File: config.mk
export PLATFORM = sky130hd
export DESIGN_NAME = keypad_entry
export DESIGN_NICKNAME = d
export VERILOG_FILES = /design/src/rtl/keypad_pkg.sv /design/src/rtl/keypad_scanner.sv /design/src/rtl/keypad_entry.sv
export SDC_FILE = /design/constraint.sdc
export NUM_CORES = 1
export LEC_CHECK = 0
export CAP_MARGIN = 20
export CORE_MARGIN = 5
export CORE_UTILIZATION = 57
export DETAILED_ROUTE_END_ITERATION = 12
export DONT_BUFFER_PORTS = 1
export PLACE_DENSITY = 0.72
export SLEW_MARGIN = 15
export SYNTH_ARGS = -nofsm -noshare
export SYNTH_HDL_FRONTEND = slang
export SYNTH_SLANG_ARGS = --single-unit
export TNS_END_PERCENT = 5
File: constraint.sdc
create_clock -name iClk -period 3.84 [get_ports iClk]
set_input_delay 0.192 -clock iClk [delete_from_list [all_inputs] [get_ports iClk]]
set_output_delay 0.192 -clock iClk [all_outputs]
set_load 0.01 [all_outputs]
File: src/rtl/keypad_pkg.sv
// keypad_pkg: key codes, NONE marker, debounce state constants and the
// row/column to key-code lookup shared by the keypad scanner and entry logic.
package keypad_pkg;

   // Non-digit key codes; digits use their own value 0x0..0x9
   localparam logic [3:0] KEY_A    = 4'hA;
   localparam logic [3:0] KEY_B    = 4'hB;
   localparam logic [3:0] KEY_C    = 4'hC;
   localparam logic [3:0] KEY_D    = 4'hD;
   localparam logic [3:0] KEY_STAR = 4'hE;
   localparam logic [3:0] KEY_HASH = 4'hF;

   // Frame result "no single key": lies outside the 4-bit code space
   localparam logic [4:0] KEY_NONE = 5'h10;

   // Debounce state enumeration
   typedef logic [1:0] debState_t;
   localparam debState_t ST_IDLE    = 2'd0;
   localparam debState_t ST_PRESS   = 2'd1;
   localparam debState_t ST_HELD    = 2'd2;
   localparam debState_t ST_RELEASE = 2'd3;

   // Row (top to bottom) and column (left to right) to key code
   function automatic logic [3:0] keyLookup(input logic [1:0] row, input logic [1:0] col);
      logic [3:0] code;
      case ({row, col})
         4'h0: code = 4'h1;
         4'h1: code = 4'h2;
         4'h2: code = 4'h3;
         4'h3: code = KEY_A;
         4'h4: code = 4'h4;
         4'h5: code = 4'h5;
         4'h6: code = 4'h6;
         4'h7: code = KEY_B;
         4'h8: code = 4'h7;
         4'h9: code = 4'h8;
         4'hA: code = 4'h9;
         4'hB: code = KEY_C;
         4'hC: code = KEY_STAR;
         4'hD: code = 4'h0;
         4'hE: code = KEY_HASH;
         default: code = KEY_D;
      endcase
      return code;
   endfunction

endpackage

File: src/rtl/keypad_scanner.sv
// keypad_scanner: rotates the active-low column drive, synchronises the rows,
// samples them at the end of each column slot and reduces a four-slot frame to
// a single key code (or NONE when zero or several keys are seen).
module keypad_scanner
   import keypad_pkg::*;
#(
   parameter int SCAN_DIV = 1000
) (
   input  logic       iClk,
   input  logic       iRst,
   input  logic [3:0] iRow,
   output logic [3:0] oCol,
   output logic [3:0] oCode,
   output logic       oNone,
   output logic       oFrameDone
);

   localparam int CW = (SCAN_DIV > 2) ? $clog2(SCAN_DIV) : 1;

   logic [CW-1:0] slotCnt;
   logic [1:0]    colIdx;
   logic [3:0]    rowMeta;
   logic [3:0]    rowSync;
   logic [1:0]    accCnt;    // keys seen so far in this frame, saturating at 2
   logic [3:0]    accCode;
   logic          slotEnd;
   logic [2:0]    hitCnt;
   logic [1:0]    hitRow;
   logic [2:0]    sumCnt;
   logic [1:0]    nextCnt;
   logic [3:0]    nextCode;

   assign slotEnd = (slotCnt == CW'(SCAN_DIV - 1));

   // Count pressed rows in the current column and remember which one
   always_comb begin
      hitCnt = '0;
      hitRow = '0;
      for (int r = 0; r < 4; r++) begin
         if (!rowSync[r]) begin
            hitCnt = hitCnt + 3'd1;
            hitRow = 2'(r);
         end
      end
   end

   // Fold the current column sample into the frame tally
   always_comb begin
      sumCnt   = {1'b0, accCnt} + hitCnt;
      nextCnt  = (sumCnt >= 3'd2) ? 2'd2 : sumCnt[1:0];
      nextCode = (hitCnt == 3'd1) ? keyLookup(hitRow, colIdx) : accCode;
   end

   // Frame result is presented on the cycle of the last column's sample
   assign oFrameDone = slotEnd && (colIdx == 2'd3);
   assign oNone      = (nextCnt != 2'd1);
   assign oCode      = nextCode;

   // Two-flop synchroniser for the asynchronous row inputs (idle high)
   always_ff @(posedge iClk or negedge iRst) begin
      if (!iRst) begin
         rowMeta <= 4'hF;
         rowSync <= 4'hF;
      end else begin
         rowMeta <= iRow;
         rowSync <= rowMeta;
      end
   end

   // Slot counter, column rotation and per-frame key tally
   always_ff @(posedge iClk or negedge iRst) begin
      if (!iRst) begin
         slotCnt <= '0;
         colIdx  <= '0;
         oCol    <= 4'b1110;
         accCnt  <= '0;
         accCode <= '0;
      end else if (slotEnd) begin
         slotCnt <= '0;
         colIdx  <= colIdx + 2'd1;
         oCol    <= {oCol[2:0], oCol[3]};
         if (colIdx == 2'd3) begin
            accCnt  <= '0;
            accCode <= '0;
         end else begin
            accCnt  <= nextCnt;
            accCode <= nextCode;
         end
      end else begin
         slotCnt <= slotCnt + 1'b1;
      end
   end

endmodule

File: src/rtl/keypad_entry.sv
// keypad_entry: 4x4 keypad scanner with per-frame debounce and a 4-digit BCD
// entry register (units oD1 .. thousands oD4). Build option:
// KEYPAD_BACKSPACE_EN turns the D key into a backspace on the digit register.
module keypad_entry
   import keypad_pkg::*;
#(
   parameter int SCAN_DIV = 1000,
   parameter int DEBOUNCE = 4
) (
   input  logic       iClk,
   input  logic       iRst,
   input  logic [3:0] iRow,
   output logic [3:0] oCol,
   output logic [3:0] oKey,
   output logic       oKeyValid,
   output logic       oEnter,
   output logic [3:0] oD1,
   output logic [3:0] oD2,
   output logic [3:0] oD3,
   output logic [3:0] oD4
);

   localparam logic [3:0] DEB = 4'(DEBOUNCE);

   logic [3:0] rawCode;
   logic       rawNone;
   logic       frameDone;
   logic [4:0] frameRes;
   logic       isNone;

   debState_t  state;
   debState_t  stateNext;
   logic [3:0] cnt;
   logic [3:0] cntNext;
   logic [3:0] cntInc;
   logic [3:0] cand;
   logic [3:0] candNext;
   logic       accept;
   logic [3:0] acceptCode;

   keypad_scanner #(.SCAN_DIV(SCAN_DIV)) scanner (
      .iClk      (iClk),
      .iRst      (iRst),
      .iRow      (iRow),
      .oCol      (oCol),
      .oCode     (rawCode),
      .oNone     (rawNone),
      .oFrameDone(frameDone)
   );

   assign frameRes = rawNone ? KEY_NONE : {1'b0, rawCode};
   assign isNone   = (frameRes == KEY_NONE);
   assign cntInc   = cnt + 4'd1;

   // Debounce decision, taken only at the end of each frame
   always_comb begin
      stateNext  = state;
      cntNext    = cnt;
      candNext   = cand;
      accept     = 1'b0;
      acceptCode = cand;
      if (frameDone) begin
         case (state)
            ST_IDLE: begin
               if (!isNone) begin
                  candNext = rawCode;
                  cntNext  = 4'd1;
                  if (DEB == 4'd1) begin
                     accept     = 1'b1;
                     acceptCode = rawCode;
                     stateNext  = ST_HELD;
                  end else begin
                     stateNext = ST_PRESS;
                  end
               end
            end
            ST_PRESS: begin
               if (isNone) begin
                  cntNext   = 4'd0;
                  stateNext = ST_IDLE;
               end else if (rawCode == cand) begin
                  cntNext = cntInc;
                  if (cntInc == DEB) begin
                     accept    = 1'b1;
                     stateNext = ST_HELD;
                  end
               end else begin
                  candNext = rawCode;
                  cntNext  = 4'd1;
               end
            end
            ST_HELD: begin
               if (isNone) begin
                  cntNext   = 4'd1;
                  stateNext = (DEB == 4'd1) ? ST_IDLE : ST_RELEASE;
               end
            end
            default: begin
               if (isNone) begin
                  cntNext = cntInc;
                  if (cntInc == DEB) begin
                     cntNext   = 4'd0;
                     stateNext = ST_IDLE;
                  end
               end else begin
                  stateNext = ST_HELD;
               end
            end
         endcase
      end
   end

   // Debounce state registers
   always_ff @(posedge iClk or negedge iRst) begin
      if (!iRst) begin
         state <= ST_IDLE;
         cnt   <= '0;
         cand  <= '0;
      end else begin
         state <= stateNext;
         cnt   <= cntNext;
         cand  <= candNext;
      end
   end

   // Accept action: key code, pulses and the digit register
   always_ff @(posedge iClk or negedge iRst) begin
      if (!iRst) begin
         oKey      <= '0;
         oKeyValid <= 1'b0;
         oEnter    <= 1'b0;
         oD1       <= '0;
         oD2       <= '0;
         oD3       <= '0;
         oD4       <= '0;
      end else begin
         oKeyValid <= 1'b0;
         oEnter    <= 1'b0;
         if (accept) begin
            oKey      <= acceptCode;
            oKeyValid <= 1'b1;
            case (acceptCode)
               KEY_STAR: begin
                  oD1 <= '0;
                  oD2 <= '0;
                  oD3 <= '0;
                  oD4 <= '0;
               end
               KEY_HASH: oEnter <= 1'b1;
               KEY_D: begin
`ifdef KEYPAD_BACKSPACE_EN
                  oD1 <= oD2;
                  oD2 <= oD3;
                  oD3 <= oD4;
                  oD4 <= '0;
`else
                  // D is a plain function key: pulse only
`endif
               end
               KEY_A, KEY_B, KEY_C: begin
                  // Function keys: pulse only
               end
               default: begin
                  // Digit 0..9 shifts in at the units position
                  oD4 <= oD3;
                  oD3 <= oD2;
                  oD2 <= oD1;
                  oD1 <= acceptCode;
               end
            endcase
         end
      end
   end

endmodule

======== Word level (Yosys, flattened, before mapping) ========
Memories as Yosys holds them, arrays and structs flattened.
Cells that the tools add are included.
word-level totals
  register bits after elaboration ......... 62
  bits in latches ......................... 0
  memory bits (writable) .................. 0
  memory bits (read-only) ................. 64
  input bits .............................. 6
  output and inout bits ................... 26
  word-level logic and storage cells ...... 102
  memories ................................ 1
operators by class
  add/sub/neg operators ................... 7
  multipliers ............................. 0
  divide/modulo/power cells ............... 0
  $lt $le $gt $ge ......................... 1
  equal/unequal tests ..................... 22
  shifts and indexed selects .............. 0
  muxes and demuxes ....................... 44
  bitwise operators ....................... 1
  reduce and logical (&&, ||, !) cells .... 9
memories
  name              depth  width  read ports  clocked after memory_dff  wr ports  RTL line          RTL
  (name not given)  16     4      1           0                         0         keypad_pkg.sv:26  case ({row, col})
operator list
  operator                                               count
  two-way mux 4 bit                                      11
  one-hot mux 4 bit (2 select lines)                     5
  equality test 4 bit, second input constant             6
  two-way mux 2 bit                                      11
  one-hot mux 4 bit (3 select lines)                     1
  adder 10 x 1 -> 10 bit, second input constant          1
  equality test 10 bit, second input constant            1
  two-way mux 1 bit                                      10
  two-way mux 10 bit                                     1
  two-way mux 3 bit                                      3
  inequality test 2 bit, second input constant           4
  adder 3 x 1 -> 3 bit, second input constant            2
  inequality test 3 bit, second input constant           2
  one-hot mux 2 bit (3 select lines)                     1
  AND reduction 6 bit                                    1
  equality test 5 bit, second input constant             1
  two-way mux 5 bit                                      1
  AND reduction 5 bit                                    1
  OR reduction 5 bit                                     1
  adder 4 x 1 -> 4 bit, second input constant            1
  equality test 2 bit, second input constant             2
  equality test 4 x 3 -> 1 bit, second input constant    1
  equality test 4 bit                                    1
  inequality test 4 x 1 -> 1 bit, second input constant  1
  other kinds (14)                                       14

======== Depth between registers and ports, before layout ========
Gate-level depths: netlist of run 1.
  word-level depth ........................ 17
  depth in mapped cells ................... 17
  gate-level depth less buffers ........... 16

======== Cells and area by module ========
From an unflattened synthesis of run 1, not the netlist that was laid out.
second synthesis, totals
  cells, all modules ...................... 304
  area total of the unflattened synthesis .. 3255.6 µm²
modules (own cells, without submodules)
  module          times used  cells each  area an instance (µm²)  seq. area each (µm²)
  keypad_entry    1           146         1652.8                  800.8
  keypad_scanner  1           158         1602.8                  764.5

======== Worst setup path after synthesis of run 1 ========
Ideal clock, no wire load.
  path type ............................... register to register
  from .................................... register scanner.rowSync[1]
  to ...................................... register oD1[0]
  library setup time ...................... 125 ps
  arrival time ............................ 3987 ps
  data required time ...................... 3715 ps
  path slack .............................. -272 ps
  stages on the path, launching flop included .. 15
  path buffers ............................ 1
  clock period less this slack ............ 4112 ps
  cells stage by stage .................... dfstp_2 -> inv_1 -> ha_1 -> xnor2_1 -> ha_1 -> nor2_1 -> a31o_2 -> inv_1 -> fa_1 -> xnor3_1 -> nand4_1 -> or4_1 -> or4_1 -> buf_4 -> mux2_4
on the way
  word-level cells in the longest chain between the ends .. 15
  elaborated cells between the ends (all ways) .. 23
  those cells by class .................... 3 x add/sub; 1 x order compare; 4 x eq/ne; 13 x mux; 1 x reduce/logical; 1 x memory
ends and longest elaborated chain
  element                                     RTL line              RTL
  from (decl)                                 keypad_scanner.sv:23  logic [3:0] rowSync;
  from (signal assigned)                      keypad_scanner.sv:66  rowSync <= rowMeta;
  two-way mux 3 bit                           keypad_scanner.sv:40  if (!rowSync[r]) begin
  adder 3 x 1 -> 3 bit                        keypad_scanner.sv:41  hitCnt = hitCnt + 3'd1;
  two-way mux 3 bit                           keypad_scanner.sv:40
  adder 3 x 1 -> 3 bit                        keypad_scanner.sv:41
  two-way mux 3 bit                           keypad_scanner.sv:40
  adder 2 x 3 -> 3 bit                        keypad_scanner.sv:49  sumCnt = {1'b0, accCnt} + hitCnt;
  greater-or-equal comparator 3 x 2 -> 1 bit  keypad_scanner.sv:50  nextCnt = (sumCnt >= 3'd2) ? 2'd2 : sumCnt[1:0];
  two-way mux 2 bit                           keypad_scanner.sv:50
  inequality test 2 x 1 -> 1 bit              keypad_scanner.sv:56  assign oNone = (nextCnt != 2'd1);
  two-way mux 5 bit                           keypad_entry.sv:51    assign frameRes = rawNone ? KEY_NONE : {1'b0, rawCode};
  equality test 5 bit                         keypad_entry.sv:52    assign isNone = (frameRes == KEY_NONE);
  two-way mux 1 bit (*)                       keypad_entry.sv:78    if (isNone) begin
  two-way mux 1 bit (*)                       keypad_entry.sv:63    case (state)
  two-way mux 1 bit (*)                       keypad_entry.sv:62    if (frameDone) begin
  AND reduction 2 bit (no source line) (*)    -
  to (signal assigned)                        keypad_entry.sv:168   oD1 <= acceptCode;
  to (decl)                                   keypad_entry.sv:17    output logic [3:0] oD1,
Every way passes the cells marked *; elsewhere a longest branch is shown, timed or not.
A chain may end at the register's enable or synchronous reset.

======== Worst setup path after layout of run 1 ========
  from .................................... register scanner.rowSync[0]
  to ...................................... register oD4[1]
on the way
  word-level cells in the longest chain between the ends .. 17
  elaborated cells between the ends (all ways) .. 21
  those cells by class .................... 4 x add/sub; 1 x order compare; 4 x eq/ne; 11 x mux; 1 x reduce/logical
ends and longest elaborated chain
  element                                     RTL line              RTL
  two-way mux 1 bit (*)                       keypad_scanner.sv:40
  adder 1 x 1 -> 2 bit                        keypad_scanner.sv:41
  two-way mux 3 bit (*)                       keypad_scanner.sv:40
  adder 3 x 1 -> 3 bit                        keypad_scanner.sv:41
  two-way mux 3 bit (*)                       keypad_scanner.sv:40
  adder 3 x 1 -> 3 bit                        keypad_scanner.sv:41
  two-way mux 3 bit (*)                       keypad_scanner.sv:40
  adder 2 x 3 -> 3 bit                        keypad_scanner.sv:49
  greater-or-equal comparator 3 x 2 -> 1 bit  keypad_scanner.sv:50
  two-way mux 2 bit                           keypad_scanner.sv:50
  inequality test 2 x 1 -> 1 bit              keypad_scanner.sv:56
  two-way mux 5 bit                           keypad_entry.sv:51
  equality test 5 bit                         keypad_entry.sv:52
  two-way mux 1 bit (*)                       keypad_entry.sv:78
  two-way mux 1 bit (*)                       keypad_entry.sv:63
  two-way mux 1 bit (*)                       keypad_entry.sv:62
  AND reduction 2 bit (no source line) (*)    -
  to (signal assigned)                        keypad_entry.sv:135   oD4 <= '0;
  to (signal assigned)                        keypad_entry.sv:147   oD4 <= '0;
  to (signal assigned)                        keypad_entry.sv:165   oD4 <= oD3;
  to (decl)                                   keypad_entry.sv:20    output logic [3:0] oD4
Marks and branches as above.

==> flow_metrics.env, run 1 <==
export IMPL_arrival_ns=3.98
export IMPL_worstMarginPinSlew_ns=0.535
export IMPL_cts_sinks=62
export IMPL_antenna_found_initial=0
export IMPL_tritoncts="built"
export IMPL_async_reset_ff_share_pct=100
export IMPL_slew_headroom_pct=64.3
export IMPL_clock_latency_ns=0.34
export IMPL_rows=27
export IMPL_clockRootBuffer="clkbuf_8"
export IMPL_routed_wl_mm=6.50
export IMPL_cp_start_kind="flop"
export IMPL_place_ws_ns=0.0104
export IMPL_vias=2414
export IMPL_insertedDiodeCount=0
export IMPL_netlist_instances=326
export IMPL_power_density_nw_per_um2=366
export IMPL_first_iter_violations=101
export IMPL_avgSynthCellArea_um2=10.0
export IMPL_path_buf_inv=4
export IMPL_cp_cell_sequence="inv_1 -> ha_4 -> xnor2_4 -> ha_1 -> nor2_1 -> a31o_2 -> inv_2 -> fa_2 -> inv_2 -> nand4_1 -> or4_1 -> or4_4 -> clkbuf_16 -> nand2_1 -> o21ai_2"
export IMPL_cpMaxStageDelayCell="or4_4"
export IMPL_mappedNetlistNets=348
export IMPL_synth_most_common_cell="nand2_1"
export IMPL_nets=364
export IMPL_placed_cell_area_um2=3380
export IMPL_synth_area_um2=3260
export IMPL_synth_commonest_cells="nand2_1 (59), dfrtp_1 (51), nor2_1 (23), ha_1 (15), o21ai_0 (15)"
export IMPL_io_buffers=0
export IMPL_drive_gt1_share_pct=18.8
export IMPL_drv_cap=0
export IMPL_vdd_drop_max_uv=262
export IMPL_min_period_ns=3.75
export IMPL_setup_slack_ns=0.0935
export IMPL_die_h_um=85.6
export IMPL_critPathMaxStageDelay_ns=0.57
export IMPL_drc=0
export IMPL_synth_area_leaders="dfrtp_1 (39%), dfstp_2 (8.9%), nand2_1 (6.8%), ha_1 (5.8%), xnor2_1 (3.0%)"
export IMPL_synth_largest_area_cell="dfrtp_1"
export IMPL_grt_start_max_net_pins=63
export IMPL_area_growth_pct=14.3
export IMPL_synth_flop_cell="dfrtp_1"
export IMPL_die_area_um2=7340
export IMPL_ios=32
export IMPL_drtPass1Iterations=4
export IMPL_tns_ns=0
export IMPL_setup_viol=0
export IMPL_avgViaCountPerCell=5.78
export IMPL_synth_top_area_share_pct=39.1
export IMPL_fin_crit_sh_pct=97.6
export IMPL_overflow=0
export IMPL_grt_first_pass_wirelength_mm=11.3
export IMPL_coreArea_um2=5540
export IMPL_hold_viol=0
export IMPL_slew_violations=0
export IMPL_htreeDepth=3
export IMPL_grt_total_usage_pct=19.4
export IMPL_hold_path_class="flop to flop"
export IMPL_start_util_pct=58.9
export IMPL_numCtsBuffers=9
export IMPL_fillCellCount=449
export IMPL_cts_clk_slew_worst_paths_ns=0.07
export IMPL_ys_types=58
export IMPL_yosysWarnings=0
export IMPL_ys_ff_latch=62
export IMPL_multiInputGateArea_um2=1630
export IMPL_leakage_nw=1.67
export IMPL_yosysSeqAreaShare_pct=48.0
export IMPL_final_area_um2=3730
export IMPL_wl_per_cell_um=15.6
export IMPL_ant_nets=0
export IMPL_cts_max_path_buffers=2
export IMPL_crit_family="simple AND/OR/NAND/NOR gates"
export IMPL_finClkSkew_ns=0.00954
export IMPL_cp_data_required_time_ns=4.08
export IMPL_die_w_um=85.6
export IMPL_crit_path_max_fanout=13
export IMPL_status="finished clean"
export IMPL_grt_pass1_vias=2437
export IMPL_critPathCaptureType="flop"
export IMPL_max_freq_mhz=267
export IMPL_critical_path_class="flop to flop"
export IMPL_dpl_hpwl_mm=4.37
export IMPL_holdWs_ns=0.357
export IMPL_final_core_util_pct=67.3
export IMPL_gp_congestion=0.839
export IMPL_synth_edf_count=0
export IMPL_cpMostUsedCell="inv_2"
export IMPL_regArea_um2=1570
==> registers in the layout, summed over array words and instances, names as in the netlist, named ones only <==
name and flops:
acceptCode 4, cnt 4, oD1 4, oD2 4, oD3 4, oD4 4, oEnter 1, oKey 4
oKeyValid 1, scanner.accCnt 2, scanner.accCode 4, scanner.colIdx 2, scanner.oCol 4, scanner.rowMeta 4, scanner.rowSync 4, scanner.slotCnt 10
state 1
==> final cells by class <==
class	count	share of cell area, %
sequential	62	42.0
multi-input combinational	241	43.8
clock buffer	12	4.16
timing repair buffer	15	5.17
clock inverter	3	1.17
tap	72	2.42
inverter	13	1.31
==> per-stage QoR <==
| stage | std cells | total power, mW |
|---|---|---|
| floorplan | 326 | 0.753 |
| global placement | 395 | 0.771 |
| detailed placement | 395 | 0.774 |
| CTS | 416 | 1.37 |
| global route | 418 | 1.42 |
| finish | 418 | 1.36 |
==> cell usage in the layout (no fill, tap or decap), types with 3 or more instances in the layout <==
cell / netlist / routed
clkbuf_8: 0 / 11
a31oi_1: 4 / 4
xor2_1: 4 / 4
a21oi_1: 3 / 3
o31ai_1: 6 / 6
o21ai_2: 6 / 6
nand3_1: 10 / 9
mux2i_1: 8 / 8
inv_1: 13 / 10
o21ai_0: 15 / 15
nand2_1: 59 / 59
nand2b_1: 7 / 7
dlygate4sd3_1: 0 / 5
nor3_1: 4 / 4
mux2_2: 4 / 4
dfstp_2: 11 / 11
o21ai_1: 7 / 7
nor2b_1: 3 / 3
buf_4: 2 / 6
nand4_1: 4 / 4
xnor2_1: 11 / 10
or3_1: 4 / 4
ha_1: 15 / 14
inv_2: 0 / 3
dfrtp_1: 51 / 51
and3_1: 4 / 4
nor2_1: 23 / 23
==> metal layers <==
| metal | part of all wire, % | global-route usage, % | up-vias | routed length (um) |
|---|---|---|---|---|
| met5 | 0 | 0 | - | 0 |
| met4 | 2.1 | 8.92 | 0 | 138 |
| met3 | 5.3 | 5.09 | 13 | 345 |
| met2 | 47 | 30.9 | 58 | 3070 |
| met1 | 45 | 24.7 | 1179 | 2950 |
| li1 | - | - | 1164 | - |
==> power breakdown <==
part	internal (mW)	switching (mW)	total, mW
combinational	0.0529	0.0695	0.122
sequential	0.661	0.00617	0.667
clock	0.332	0.242	0.574
==> cell families (layout without fill, tap and decap cells) <==
logic type	count (synthesis)	count (layout)	synth area share [%]
AO/OA/AOI/OAI	60	60	12.2
XOR/XNOR	16	16	4.72
adder cells (fa/ha/maj)	16	16	6.37
buffers and inverters	23	43	3.38
flip-flops	62	62	48.0
multiplexers	13	13	4.30
AND/OR/NAND/NOR	136	136	21.0
==> worst paths after layout <==
path / from / endpoint / slack [ns] / cells after the start
min reg2reg: scanner.rowMeta[2]$_DFF_PN1_ / scanner.rowSync[2]$_DFF_PN1_ / 0.36 / 0
min in group asynchronous: iRst / cnt[3]$_DFFE_PN0P_ / 0.40 / 2
max: scanner.rowSync[0]$_DFF_PN1_ / oD4[1]$_DFFE_PN0P_ / 0.09 / 15
max in group asynchronous: iRst / scanner.rowMeta[3]$_DFF_PN1_ / 3.14 / 2
max reg2reg: scanner.rowSync[0]$_DFF_PN1_ / oD4[1]$_DFFE_PN0P_ / 0.09 / 15
min: scanner.rowMeta[2]$_DFF_PN1_ / scanner.rowSync[2]$_DFF_PN1_ / 0.36 / 0
==> repair_timing <==
action	CTS	global route
gates resized for setup	1	7
gates cloned	0	2
setup endpoints to repair	15	22
buffers inserted	0	0
hold buffers	6	0
pin swaps	0	4
endpoints found under the hold margin	66	0
(Power assumes the default switching activity.)
==> run 2, diff against run 1 <==
CORE_UTILIZATION = 59   (was 57)
CTS_BUF_LIST = sky130_fd_sc_hd__clkbuf_8   (was not set)
PLACE_DENSITY = 0.75   (was 0.72)
==> flow_metrics.env, run 2 (synthesis results as in run 1) <==
export IMPL_status="finished clean"
export IMPL_hold_path_class="flop to flop"
export IMPL_drv_cap=0
export IMPL_grt_pass1_vias=2290
export IMPL_drive_gt1_share_pct=18.6
export IMPL_fillCellCount=406
export IMPL_die_area_um2=7120
export IMPL_antenna_found_initial=0
export IMPL_largest_register_ffs=10
export IMPL_max_freq_mhz=268
export IMPL_tritoncts="built"
export IMPL_drtPass1Iterations=4
export IMPL_wl_met3_um=366
export IMPL_arrival_ns=3.95
export IMPL_rows=27
export IMPL_vias=2377
export IMPL_coreArea_um2=5440
export IMPL_min_period_ns=3.73
export IMPL_rsz0062_at_grt="true"
export IMPL_overflow=0
export IMPL_hold_viol=0
export IMPL_wl_met1_mm=2.85
export IMPL_dp_cells=395
export IMPL_nets=367
export IMPL_finClkSkew_ns=0.00829
export IMPL_final_cell_mix="nand2_1 (59), dfrtp_1 (51), nor2_1 (23), inv_1 (17), o21ai_0 (15)"
export IMPL_clockRootBuffer="clkbuf_8"
export IMPL_design_power_total_mw=1.34
export IMPL_cp_start_kind="flop"
export IMPL_critPathMaxStageDelay_ns=0.59
export IMPL_avgViaCountPerCell=5.63
export IMPL_cp_data_required_time_ns=4.06
export IMPL_drc=0
export IMPL_htreeDepth=3
export IMPL_slew_violations=0
export IMPL_grt_first_pass_wirelength_mm=10.8
export IMPL_cts_max_path_buffers=2
export IMPL_area_growth_pct=15.2
export IMPL_routed_wl_mm=6.42
export IMPL_numCtsBuffers=9
export IMPL_cpMostUsedCell="inv_1"
export IMPL_power_density_nw_per_um2=356
export IMPL_cp_cell_sequence="inv_1 -> ha_4 -> xnor2_4 -> ha_4 -> nor2_1 -> a31o_2 -> inv_1 -> fa_1 -> inv_1 -> nand4_1 -> or4_1 -> or4_4 -> mux2_4"
export IMPL_wl_per_cell_um=15.2
export IMPL_critPathCaptureType="flop"
export IMPL_ios=32
export IMPL_crit_family="simple AND/OR/NAND/NOR gates"
export IMPL_regMostFlops="scanner.slotCnt"
export IMPL_crit_path_max_fanout=7
export IMPL_ant_nets=0
export IMPL_clock_latency_ns=0.33
export IMPL_die_w_um=84.4
export IMPL_cts_sinks=62
export IMPL_layout_cells_non_filler=422
export IMPL_grt_total_usage_pct=18.7
export IMPL_die_h_um=84.4
export IMPL_vdd_drop_max_uv=297
export IMPL_path_buf_inv=3
export IMPL_dr_max_layer_used="met4"
export IMPL_worstMarginPinSlew_ns=0.562
export IMPL_critical_path_class="flop to flop"
export IMPL_dr_wl_met2_mm=3.03
export IMPL_fin_crit_sh_pct=97.2
export IMPL_setup_viol=0
export IMPL_dpl_hpwl_mm=4.25
export IMPL_grt_start_max_net_pins=63
export IMPL_cpMaxStageDelayCell="or4_4"
export IMPL_leakage_nw=1.71
export IMPL_slew_headroom_pct=62.4
export IMPL_final_common_cell="nand2_1"
export IMPL_io_buffers=0
export IMPL_first_iter_violations=113
export IMPL_gp_congestion=0.827
export IMPL_cts_clk_slew_worst_paths_ns=0.06
export IMPL_insertedDiodeCount=0
export IMPL_start_util_pct=60.0
[run 2: cell types whose count changed in the layout (fill, tap and decap cells not counted), sizes merged]
| cell | change |
|---|---|
| buf | +3 |
| clkbuf | -2 |
| clkinv | -1 |
| inv | +4 |
[run 2: worst register-to-register path: stages (launching register included)]
cell and delay [ns]:
dfstp_2 0.53, inv_1 0.06, ha_4 0.26, xnor2_4 0.14, ha_4 0.28, nor2_1 0.03, a31o_2 0.22, inv_1 0.09
fa_1 0.42, inv_1 0.12, nand4_1 0.12, or4_1 0.42, or4_4 0.59, mux2_4 0.32
[run 2: worst paths after layout]
| check | startpoint | endpoint | slack, ns | depth (start not counted) |
|---|---|---|---|---|
| hold reg to reg | scanner.rowMeta[1]$_DFF_PN1_ | scanner.rowSync[1]$_DFF_PN1_ | 0.35 | 0 |
| min in group asynchronous | iRst | oD3[2]$_DFFE_PN0P_ | 0.40 | 2 |
| setup / recovery | scanner.rowSync[0]$_DFF_PN1_ | oD1[0]$_DFFE_PN0P_ | 0.11 | 13 |
| setup reg to reg | scanner.rowSync[0]$_DFF_PN1_ | oD1[0]$_DFFE_PN0P_ | 0.11 | 13 |
| max in group asynchronous | iRst | scanner.rowSync[3]$_DFF_PN1_ | 3.13 | 2 |
| hold / removal | scanner.rowMeta[1]$_DFF_PN1_ | scanner.rowSync[1]$_DFF_PN1_ | 0.35 | 0 |
[run 2: area by class of cell]
type                    instances  area [um^2]  share of cell area [%]
multi-input cells             241         1650                    43.8
flip-flops and latches         62         1570                    41.7
repair buffers                 18          219                    5.83
clock buffers                  10          138                    3.66
well taps                      72         90.1                    2.40
clock inverters                 6         50.0                    1.33
inverters                      13         48.8                    1.30
[run 2: through the flow]
stage	worst slack [ns]	instance area [um^2]	hold slack, ns	utilization [%]	setup TNS [ns]
after floorplan	0.00629	3280	-0.104	-	0
after global placement	0.0157	3360	-0.101	61.8	0
after detailed placement	-0.0785	3360	-0.102	61.8	-0.780
after CTS	0.00398	3640	0.354	66.9	0
after global routing	-0.0450	3760	0.360	69.1	-0.373
final	0.108	3760	0.354	69.1	0
[run 2: routing by layer]
metal / global-route usage [%] / vias up
met5: 0 / -
met4: 8.06 / 0
met3: 5.20 / 21
met2: 29.5 / 57
met1: 24.2 / 1120
li1: - / 1179
[run 2: power breakdown]
group	internal, mW	switching (mW)
Clock	0.307	0.238
Combinational	0.0590	0.0677
Sequential	0.661	0.00586
[run 2: timing repair]
| action | in CTS | in global routing |
|---|---|---|
| gates resized for setup | 2 | 8 |
| buffers inserted | 0 | 2 |
| setup endpoints to repair | 12 | 21 |
| cloned | 0 | 3 |
| pin swaps | 0 | 4 |
| hold buffers | 6 | 0 |
| endpoints found under the hold margin | 66 | 0 |
